## src/rtl/if_fetch_stage.sv

```systemverilog
// if_fetch_stage: PC register, imem req/ack fetch FSM and IF_ID output registers.
// Optional IF_FLUSH_NOP_EN: each redirect also writes a NOP bubble (Instrucction=0, PC_4=0).
module if_fetch_stage #(
    parameter logic [31:0] RESET_PC = 32'h0000_0000
) (
    input  logic        clk,
    input  logic        reset,
    input  logic        stall,
    input  logic        branch_taken,
    input  logic [31:0] branch_target,
    input  logic        jump,
    input  logic [31:0] jump_target,
    output logic        imem_req,
    output logic [31:0] imem_addr,
    input  logic        imem_ack,
    input  logic [31:0] imem_rdata,
    output logic [31:0] PC_4,
    output logic [31:0] Instrucction,
    output logic        fetch_valid
);
    typedef enum logic [1:0] {FETCH, HOLD, DISCARD} state_t;
    state_t      state;
    logic [31:0] pc, held, target, pc_next;
    logic        redirect;
    assign redirect  = jump | branch_taken;
    assign target    = (jump ? jump_target : branch_target) & ~32'h3;
    assign pc_next   = pc + 32'd4;
    assign imem_addr = pc;
    always_ff @(posedge clk) begin
        if (reset) begin
            pc           <= RESET_PC;
            state        <= FETCH;
            imem_req     <= 1'b0;
            PC_4         <= 32'h0;
            Instrucction <= 32'h0;
            fetch_valid  <= 1'b0;
            held         <= 32'h0;
        end else begin
            if (!stall) fetch_valid <= 1'b0;
            if (redirect) begin
                fetch_valid <= 1'b0;
                pc          <= target;
`ifdef IF_FLUSH_NOP_EN
                Instrucction <= 32'h0;
                PC_4         <= 32'h0;
`endif
            end
            case (state)
                FETCH: begin
                    if (imem_req && imem_ack) begin
                        if (!redirect && !stall) begin
                            Instrucction <= imem_rdata;
                            PC_4         <= pc_next;
                            fetch_valid  <= 1'b1;
                            pc           <= pc_next;
                        end else if (!redirect) begin
                            held     <= imem_rdata;
                            state    <= HOLD;
                            imem_req <= 1'b0;
                        end
                    end else if (imem_req && redirect) begin
                        // request still outstanding: its ack must be swallowed
                        state    <= DISCARD;
                        imem_req <= 1'b0;
                    end else begin
                        imem_req <= 1'b1;
                    end
                end
                HOLD: begin
                    if (redirect) begin
                        state    <= FETCH;
                        imem_req <= 1'b1;
                    end else if (!stall) begin
                        Instrucction <= held;
                        PC_4         <= pc_next;
                        fetch_valid  <= 1'b1;
                        pc           <= pc_next;
                        state        <= FETCH;
                        imem_req     <= 1'b1;
                    end
                end
                DISCARD: begin
                    if (imem_ack) begin
                        state    <= FETCH;
                        imem_req <= 1'b1;
                    end
                end
                default: begin
                    state    <= FETCH;
                    imem_req <= 1'b0;
                end
            endcase
        end
    end
endmodule

```

## config.mk

```make
export PLATFORM = sky130hd
export DESIGN_NAME = if_fetch_stage
export DESIGN_NICKNAME = d
export VERILOG_FILES = /design/src/rtl/if_fetch_stage.sv
export SDC_FILE = /design/constraint.sdc
export NUM_CORES = 1
export LEC_CHECK = 0
export ABC_CLOCK_PERIOD_IN_PS = 2100
export CORE_UTILIZATION = 28
export CTS_CLUSTER_DIAMETER = 150
export CTS_CLUSTER_SIZE = 25
export DETAILED_ROUTE_END_ITERATION = 10
export DONT_BUFFER_PORTS = 1
export PLACE_DENSITY = 0.41
export SLEW_MARGIN = 20
export SYNTH_ARGS = -nofsm -noshare
export SYNTH_HDL_FRONTEND = slang
export SYNTH_SLANG_ARGS = --single-unit
export TNS_END_PERCENT = 10
```

## constraint.sdc

```tcl
create_clock -name clk -period 2.1 [get_ports clk]
set_input_delay 0.42 -clock clk [delete_from_list [all_inputs] [get_ports clk]]
set_output_delay 0.42 -clock clk [all_outputs]
set_load 0.05 [all_outputs]
```

After elaboration in Yosys (flattened, before gate mapping) --
Cells that the tools add are included.
Storage, ports and cells: word-level logic and storage cells 73, output and inout bits 98, flip-flop bits (word level) 132, bits of input ports 102
Operators by class: equality and inequality tests 11, reductions and logical operators 11, multiplexer cells 40, add/sub/neg operators 1, bitwise logic cells 3
Operators with widths (count):
- two-way mux 32 bit | 14
- case mux 32 bit (2 select lines) | 3
- adder 32 x 3 -> 32 bit (second input constant) | 1
- two-way mux 2 bit | 7
- two-way mux 1 bit | 13
- != test 3 bit (second input constant) | 4
- != test 2 bit (second input constant) | 5
- AND reduction 5 bit | 2
- AND reduction 4 bit | 2
- case mux 2 bit (3 select lines) | 1
- logical AND 1 bit | 3
- case mux 1 bit (3 select lines) | 1
- equality test 2 x 1 -> 1 bit (second input constant) | 1
- equality test 2 bit (second input constant) | 1
- zero test 1 bit | 2
- zero test 2 bit | 1
- NOT 1 bit | 2
- case mux 1 bit (2 select lines) | 1
- nonzero test 2 bit | 1
- bitwise OR 1 bit | 1

Longest topological paths before layout --
Gate-level depths: netlist (run 1).
depth in word-level cells 6, mapped depth 10, mapped depth without buffers 7

Worst setup path after synthesis (run 1) --
OpenSTA, ideal clock, no wires.
kind register to register, start point register pc[2], in the netlist imem_addr[2], end point register pc[30], in the netlist imem_addr[30], clock period less this slack 2.435 ns, arrival 2.302 ns, buffers on the path 1, cell stages (with the launch flop) 8, path slack -0.335 ns, data required time 1.968 ns, setup time 0.132 ns, cell sequence dfxtp_1 > ha_1 > nand4_2 > or2_2 > buf_2 > o31a_1 > o31ai_1 > a21oi_1
On the way: word-level cells in the longest chain between the ends 4, elaborated cells on any way between the ends 6, those cells by class add/sub: 1; mux: 5
RTL lines:
- start, declared | line 23 | logic [31:0] pc, held, target, pc_next;
- start signal, assigned | line 42 | pc <= target;
- start signal, assigned | line 55 | pc <= pc_next;
- start signal, assigned | line 77 | pc <= pc_next;
- adder 32 x 3 -> 32 bit * | line 27 | assign pc_next = pc + 32'd4;
- two-way mux 32 bit (on tied branches) | line 73, 51
- two-way mux 32 bit (on tied branches) | line 70, 50
- case mux 32 bit (2 select lines) * | line 48 | case (state)
Every way passes the cells marked *; elsewhere a longest branch is shown, timed or not. A chain may end at the register's enable or synchronous reset.

Final worst setup path (run 1) --
start point register state[0], end point register pc[18], in the netlist imem_addr[18]
On the way: word-level cells in the longest chain between the ends 2, elaborated cells on any way between the ends 3, those cells by class eq/ne: 1; mux: 1; reduce/logical: 1
RTL lines:
- start, declared | line 22 | state_t state;
- start signal, assigned | line 32 | state <= FETCH;
- start signal, assigned | line 58 | state <= HOLD;
- start signal, assigned | line 63 | state <= DISCARD;
- equality test 2 x 1 -> 1 bit / zero test 2 bit (equally long branches) | line 48
- case mux 32 bit (2 select lines) * | line 48
Marked as above.

==> results of run 1 <==
==> path summary, 6_finish.rpt <==
kind                            slack, ns            end  depth (start not counted)
worst max-delay path                 0.08  imem_addr[18]                          8
worst min-delay path                 0.08       PC_4[29]                          1
worst max register to register       0.08  imem_addr[18]                          8
worst min register to register       0.45       held[18]                          2
==> cells in the final DEF (no fill, tap or decap), types with 8 or more instances in the layout <==
cell type                   count
sky130_fd_sc_hd__a211oi_1      57
sky130_fd_sc_hd__a21oi_1       56
sky130_fd_sc_hd__a31oi_1        8
sky130_fd_sc_hd__and3_1        10
sky130_fd_sc_hd__buf_4         73
sky130_fd_sc_hd__clkbuf_16     17
sky130_fd_sc_hd__dfxtp_1      123
sky130_fd_sc_hd__inv_1         16
sky130_fd_sc_hd__mux2i_1       36
sky130_fd_sc_hd__nand2_1       98
sky130_fd_sc_hd__nand3_1       15
sky130_fd_sc_hd__nand4_1        9
sky130_fd_sc_hd__nor2_1       102
sky130_fd_sc_hd__nor3_1        24
sky130_fd_sc_hd__nor4_1         8
sky130_fd_sc_hd__o21ai_0       34
sky130_fd_sc_hd__o22ai_1       21
sky130_fd_sc_hd__xnor2_1        9
sky130_fd_sc_hd__xor2_1        17
==> through the flow <==
| stage | worst slack, ns | total power, W |
|---|---|---|
| after global placement | 0.0640 | 0.00389 |
| after floorplan | -0.0411 | 0.00358 |
| after global routing | -0.00555 | 0.00721 |
| after detailed placement | -0.00291 | 0.00391 |
| final | 0.0837 | 0.00691 |
| after CTS | 0.00273 | 0.00697 |
==> routing by layer <==
metal / wire length [um] / share of wire (%) / up-vias / track usage, %
met3: 1730 / 6.9 / 22 / 5.04
met4: 286 / 1.1 / 0 / 6.10
met2: 11700 / 47 / 204 / 32.7
met5: 0 / 0 / - / 0
met1: 11200 / 45 / 3134 / 26.0
li1: - / - / 3112 / -
==> state kept, by name, summed over array words and instances, names as in the netlist <==
signal	flops
imem_addr	32
state	2
held	32
fetch_valid	1
Instrucction	32
imem_req	1
PC_4	32
==> final cells by class <==
| type | count | area [um^2] |
|---|---|---|
| clock inverters | 15 | 165 |
| fillers | 2530 | 15400 |
| multi-input cells | 621 | 3830 |
| clock buffers | 17 | 425 |
| inverters | 17 | 63.8 |
| repair buffers | 81 | 691 |
| flip-flops and latches | 132 | 2660 |
| well taps | 319 | 399 |
==> where the power goes <==
part,internal [W],switching (W),leakage (nW)
Sequential,0.00260,0.000114,1.08
Clock,0.00169,0.00134,0.277
Combinational,0.000405,0.000757,1.48
Total,0.00469,0.00222,2.83
==> timing repair <==
action	CTS	global route
setup endpoints to repair	3	32
resized for setup	1	18
pin swaps	0	1
==> cell families after synthesis <==
kind of cell / after synthesis
simple gates: 313
compound gates: 237
flops: 132
buf+inv: 93
mux: 39
xor+xnor: 27
fa+ha+maj: 5
==> worst reg2reg max path, delay by kind of cell (launching register included) <==
family,cells,cell delay [ns]
flip-flops,1,0.34
adder cells (fa/ha/maj),1,0.23
buffers and inverters,2,0.33
AO/OA/AOI/OAI,2,0.60
AND/OR/NAND/NOR,3,0.42
==> results by group, run 1 <==
Pwr
  – Leakage Power: 2.83 nW
  – Worst IR Drop VDD: 0.000443 V
  – Total power density per cell area: 838 nW/um^2

Synthesis
  – Simple-gate area share of the yosys netlist: 21.6%
  – Prevailing post-synth register cell: sky130_fd_sc_hd__dfxtp_1
  – Synthesized net count: 953
  – Number of synthesized flops with an enable pin: 0
  – Most instantiated library cell after synthesis: sky130_fd_sc_hd__dfxtp_1
  – Instance count of the mapped netlist: 846
  – Share of synthesized area occupied by flip-flops and latches: 38.8%
  – Average cell area after synthesis: 8.04 um^2
  – Count of distinct cell types in the synthesized netlist: 66
  – Biggest area contributors in the synthesized netlist: sky130_fd_sc_hd__dfxtp_1 (39%), sky130_fd_sc_hd__a211oi_1 (6.3%), sky130_fd_sc_hd__nor2_1 (5.7%)
  – Top cell type's share of synthesized area: 38.8%
  – Flip-flop and latch count after synthesis: 132
  – Complex-gate fraction of the synthesized area: 23.5%
  – Post-synth design cell area: 6810 um^2
  – YS warnings: 0
  – Top cell types by occurrence after synthesis: sky130_fd_sc_hd__dfxtp_1 (132), sky130_fd_sc_hd__nor2_1 (104), sky130_fd_sc_hd__nand2_1 (98), sky130_fd_sc_hd__a211oi_1 (57), sky130_fd_sc_hd__a21oi_1 (56)
  – Synth Area in Adders: 0.919%
  – Synth async-reset ratio: 0%
  – Multiplexer share of the synthesized area: 5.79%
  – XOR/XNOR Fraction of Synth Area: 3.47%
  – Yosys top cell by area: sky130_fd_sc_hd__dfxtp_1
  – Dominant combinational cell family by area after synthesis: compound AO/OA/AOI/OAI gates

Detailed routing
  – ANT nets after route: 0
  – Residual DRC: 0
  – Via Count: 6,472
  – Number of violations reported at the end of detailed-routing iteration 0: 422
  – Per-cell routed wire length: 20.7 um
  – Vias per inst: 5.38
  – Detailed-route wire length: 24,900 um
  – Number of detailed-routing iterations run before antenna repair: 5

Min path
  – Origin of the worst min-delay path: reset
  – Type of the most critical hold path: primary input to flip-flop

Clock tree
  – CTS H-Tree Depth: 4
  – CTS tree: done
  – Skew-Pair Late Insertion Delay: 0.43 ns
  – TritonCTS Buffers: 17
  – Cell at the root of the clock tree: sky130_fd_sc_hd__clkbuf_16
  – Sinks on Clock Net: 132
  – Maximum clock path buffer count: 2
  – Clk pin slew, worst setup/hold paths: 0.07 ns
  – Number of hold-repair buffers added at the cts stage: 0
  – Number of buffers added for setup after CTS: 0

Setup path
  – Critical Path AT: 2.35 ns
  – Peak per-stage delay on the critical path: 0.35 ns
  – Req. time, crit path: 2.43 ns
  – Worst setup path startpoint: state[0]
  – Category of the worst setup path capture point: flip-flop
  – Critical register-to-register path startpoint: state[0]
  – Highest net fanout along the worst path: 9
  – Critical path class: flip-flop to flip-flop
  – Chain of cells forming the critical path: inv_1 > ha_2 > nand3_1 > buf_4 > a21oi_1 > nor3_1 > o31a_1 > nor3_1
  – Crit path buffers/inverters: 2
  – Cell type of the slowest stage on the worst timing path: sky130_fd_sc_hd__a21oi_1
  – Critical path's most frequent cell: sky130_fd_sc_hd__nor3_1
  – Crit path max-delay family: compound AO/OA/AOI/OAI gates
  – Launching element type of the critical path: flip-flop

Final layout
  – Number of antenna cells inserted: 0
  – Post-layout net count: 977
  – Layout cells sized above 1: 17.2%
  – Area added between synthesis and finish: 21.1%
  – Cell area after layout: 8240 um^2
  – Non-filler instance count after layout: 1,202
  – Share of the core filled with cells in the final layout: 34.8%

Die
  – Height of the die: 158 um
  – Effective utilization at floorplan: 28.7%
  – Row count: 56
  – Die W: 158 um
  – Area enclosed by the die boundary: 24,900 um^2
  – Core ar.: 23,700 um^2
  – Number of I/O pins: 200

Timing
  – Final hold slack: 0.0813 ns
  – Final Max Slew Viols: 0
  – Final min period: 2.02 ns
  – Max frequency: 496 MHz
  – Final setup violating endpoints: 0
  – Slew Limit Headroom: 59.8%
  – Slew at the pin closest to its max-slew limit: 0.604 ns
  – Number of hold violations in the final report: 0
  – Worst clock skew: 0.0124 ns
  – TNS Setup: 0 ns
  – Ratio of final minimum period to clock period: 96.0%

Place
  – Total of buffers placed on input and output ports: 0
  – Standard cell area after detailed placement: 7570 um^2
  – GP Congestion: 0.858
  – HPWL Detailed: 17,800 um
  – Placed Cells incl. Taps: 1,170

Run
  – Number of violations of the max-capacitance limit: 0

Global routing
  – Overflow left after global routing: 0
  – Total global routing track utilization: 20.1%
  – Number of antenna violations at the first check in global routing: 0
  – Global-route wire length before repair: 37,400 um
  – Number of global-route vias before repair: 6,292
  – Largest net degree at the start of global routing: 125

Outcome
  – Status: finished, final reports clean
(Power assumes the default switching activity.)
==> inputs of run 2 (changes only) <==
--- a/config.mk
+++ b/config.mk
@@ -5,6 +5,7 @@
 export SDC_FILE = /design/constraint.sdc
 export NUM_CORES = 1
 export LEC_CHECK = 0
+export ABC_AREA = 1
 export ABC_CLOCK_PERIOD_IN_PS = 2100
 export CORE_UTILIZATION = 28
 export CTS_CLUSTER_DIAMETER = 150
==> results by group, run 2 <==
Outcome
  – Status: finished, final reports clean

Final layout
  – Share of the core filled with cells in the final layout: 34.9% (+0.12 points)
  – Most frequent cells in the layout: sky130_fd_sc_hd__nand2_1 (260), sky130_fd_sc_hd__nor2_1 (147), sky130_fd_sc_hd__dfxtp_1 (129)
  – Area of the multi-input gates: 3740 um^2 (-2.3%)
  – Post-layout net count: 1,207 (+24%)
  – Total of fill cells in the finished design: 2,700 (+6.7%)
  – Area added between synthesis and finish: 22.3%
  – Most frequent standard cell in the layout excluding fill and tap cells: sky130_fd_sc_hd__nand2_1
  – Number of antenna cells inserted: 0 (unchanged)
  – Cell area after layout: 8510 um^2 (+3.4%)
  – Layout cells sized above 1: 13.6% (-3.6 points)
  – Area used by sequential logic in the layout: 2650 um^2 (-0.47%)

Timing
  – Final Max Slew Viols: 0 (unchanged)
  – Final hold slack: 0.0764 ns (-0.00490 ns)
  – Worst clock skew: 0.00780 ns (-0.00464 ns)
  – Slew Limit Headroom: 50.3% (-9.4 points)
  – Ratio of final minimum period to clock period: 93.4% (-2.7 points)
  – TNS Setup: 0 ns (unchanged)
  – Unrepaired setup endpoints after global routing: false
  – Max frequency: 510 MHz (+2.8%)
  – Final min period: 1.96 ns (-0.0558 ns)
  – Final setup violating endpoints: 0 (unchanged)
  – Worst-case setup margin in the final layout: 0.140 ns (+0.0558 ns)
  – Number of hold violations in the final report: 0 (unchanged)
  – Slew at the pin closest to its max-slew limit: 0.745 ns (+0.141 ns)

Synthesis
  – Biggest area contributors in the synthesized netlist: sky130_fd_sc_hd__dfxtp_1 (38%), sky130_fd_sc_hd__nand2_1 (14%), sky130_fd_sc_hd__nor2_1 (7.9%)
  – Synthesized net count: 1,166 (+22%)
  – YS warnings: 0 (unchanged)
  – Share of synthesized area occupied by flip-flops and latches: 37.9% (-0.89 points)
  – Number of synthesized flops with an enable pin: 0 (unchanged)
  – Average cell area after synthesis: 6.58 um^2 (-18%)
  – Post-synth design cell area: 6960 um^2 (+2.3%)
  – Top cell types by occurrence after synthesis: sky130_fd_sc_hd__nand2_1 (260), sky130_fd_sc_hd__nor2_1 (147), sky130_fd_sc_hd__dfxtp_1 (132), sky130_fd_sc_hd__o21ai_0 (110), sky130_fd_sc_hd__inv_1 (67)
  – Prevailing post-synth register cell: sky130_fd_sc_hd__dfxtp_1
  – Top cell type's share of synthesized area: 37.9% (-0.89 points)
  – Yosys top cell by area: sky130_fd_sc_hd__dfxtp_1
  – Synth async-reset ratio: 0% (unchanged)
  – Flip-flop and latch count after synthesis: 132 (unchanged)
  – Count of distinct cell types in the synthesized netlist: 36 (-45%)
  – Most instantiated library cell after synthesis: sky130_fd_sc_hd__nand2_1
  – Instance count of the mapped netlist: 1,059 (+25%)

Die
  – Row count: 57 (+1.8%)
  – Height of the die: 160 um (+1.1%)
  – Number of I/O pins: 200 (unchanged)
  – Core ar.: 24,400 um^2 (+3.0%)
  – Die W: 160 um (+1.1%)
  – Effective utilization at floorplan: 28.6% (-0.18 points)
  – Area enclosed by the die boundary: 25,500 um^2 (+2.3%)

Min path
  – Type of the most critical hold path: primary input to flip-flop

Clock tree
  – Clk pin slew, worst setup/hold paths: 0.07 ns (about the same)
  – Number of hold-repair buffers added at the cts stage: 0 (unchanged)
  – Maximum clock path buffer count: 2 (unchanged)
  – TritonCTS Buffers: 17 (unchanged)
  – CTS H-Tree Depth: 4 (unchanged)
  – CTS tree: done
  – Skew-Pair Late Insertion Delay: 0.43 ns (about the same)
  – Cell at the root of the clock tree: sky130_fd_sc_hd__clkbuf_16
  – Sinks on Clock Net: 132 (unchanged)

Detailed routing
  – Vias per inst: 5.01 (-7.0%)
  – Number of detailed-routing iterations run before antenna repair: 5 (unchanged)
  – ANT nets after route: 0 (unchanged)
  – Residual DRC: 0 (unchanged)
  – Detailed-route wire length: 27,100 um (+8.8%)
  – Via Count: 7,191 (+11%)
  – Number of violations reported at the end of detailed-routing iteration 0: 461 (+9.2%)
  – Per-cell routed wire length: 18.9 um (-8.9%)

Global routing
  – Global-route wire length before repair: 40,800 um (+9.1%)
  – Overflow left after global routing: 0 (unchanged)
  – Number of antenna violations at the first check in global routing: 0 (unchanged)
  – Number of global-route vias before repair: 6,779 (+7.7%)
  – Largest net degree at the start of global routing: 54 (-57%)
  – Total global routing track utilization: 21.0% (+0.91 points)

Place
  – Worst setup timing slack at the placement stage: 0.0791 ns (+0.0820 ns)
  – HPWL Detailed: 19,000 um (+6.9%)
  – GP Congestion: 0.849 (-1.0%)
  – Standard cell area after detailed placement: 7740 um^2 (+2.3%)
  – Total of buffers placed on input and output ports: 0 (unchanged)

Setup path
  – Critical register-to-register path startpoint: state[0]
  – Req. time, crit path: 2.46 ns (+0.03 ns)
  – Capturing point of the worst reg2reg path: Instrucction[2]
  – Launching element type of the critical path: flip-flop
  – Category of the worst setup path capture point: flip-flop
  – Worst Setup EP: Instrucction[2]
  – Worst setup path startpoint: state[0]
  – Critical Path AT: 2.32 ns (-0.03 ns)
  – Highest net fanout along the worst path: 13 (+4)
  – Number of cells traversed by the worst register-to-register path: 10 (+2)
  – Worst setup slack for register-to-register paths: 0.14 ns (+0.06 ns)
  – Critical path class: flip-flop to flip-flop

Run
  – Number of violations of the max-capacitance limit: 0 (unchanged)

Pwr
  – Total power density per cell area: 1040 nW/um^2 (+24%)
  – Leakage Power: 3.55 nW (+25%)
  – Worst IR Drop VDD: 0.000486 V (+9.6%)
run 2: cell types whose count changed after synthesis, moves of 11 or more:
cell                       delta
sky130_fd_sc_hd__inv_1       +50
sky130_fd_sc_hd__a31oi_1     +32
sky130_fd_sc_hd__nand3_1     +24
sky130_fd_sc_hd__o22a_1      +11
sky130_fd_sc_hd__nand2_1    +162
sky130_fd_sc_hd__o21ai_1     +24
sky130_fd_sc_hd__a211oi_1    -53
sky130_fd_sc_hd__o21ai_0     +76
sky130_fd_sc_hd__nor2_1      +43
sky130_fd_sc_hd__xor2_1      -14
sky130_fd_sc_hd__mux2i_1     -36
run 2: cells by family (layout without fill, tap and decap cells):
kind of cell               count (synthesis)  count (layout)  synth area share [%]
DFF                                      132             132                  37.9
and+or+nand+nor                          491             491                  28.9
buffers and inverters                    141             194                  8.66
AOI/OAI and AO/OA                        286             286                  23.1
xor gates and xnor gates                   4               4                 0.503
adders and majority gates                  5               5                 0.898
run 2: critical path, stage by stage (launching register included):
cell,delay (ns)
sky130_fd_sc_hd__dfxtp_2,0.36
sky130_fd_sc_hd__inv_1,0.06
sky130_fd_sc_hd__ha_2,0.20
sky130_fd_sc_hd__or2_4,0.27
sky130_fd_sc_hd__nand2_4,0.08
sky130_fd_sc_hd__inv_2,0.07
sky130_fd_sc_hd__nor2_4,0.26
sky130_fd_sc_hd__buf_4,0.20
sky130_fd_sc_hd__clkbuf_16,0.16
sky130_fd_sc_hd__o21ai_0,0.08
sky130_fd_sc_hd__a31oi_1,0.15
run 2: worst min path at each step:
stage / startpoint / end / cells after the start
finish: reset / imem_addr[11] / 1
global placement: held[8] / Instrucction[8] / 2
floorplan: imem_addr[0] / imem_addr[0] / 2
detailed placement: held[8] / Instrucction[8] / 2
global route: reset / imem_addr[11] / 1
CTS: reset / imem_req / 1
run 2: power breakdown:
part | internal (W) | switching [W] | total [W]
Combinational | 0.000707 | 0.00158 | 0.00228
Sequential | 0.00274 | 0.000514 | 0.00326
Clock | 0.00203 | 0.00132 | 0.00335
run 2: repair_timing:
action | CTS | global route
hold endpoints to repair | 0 | 0
buffers inserted | 0 | 4
endpoints found under the setup margin | 0 | 56
gates resized for setup | 0 | 12
run 2: layout make-up:
cell class                 instances  area share, %
clock inverter                    14           2.51
multi-input combinational        786           44.0
inverter                          77           3.39
sequential                       132           31.1
clock buffer                      17           5.00
timing repair buffer              86           9.27
tap                              324           4.76
run 2: metrics by stage:
stage,instances,total power (W)
2_1_floorplan,1059,0.00477
3_3_place_gp,1398,0.00556
3_5_place_dp,1398,0.00556
4_1_cts,1429,0.00896
5_1_grt,1436,0.00936
6_report,1436,0.00889
run 2: routing by layer:
layer / global-route usage, % / share of wire [%]
met3: 5.69 / 7.6
met1: 26.0 / 43
met5: 0 / 0
met4: 4.94 / 1.2
met2: 36.0 / 48
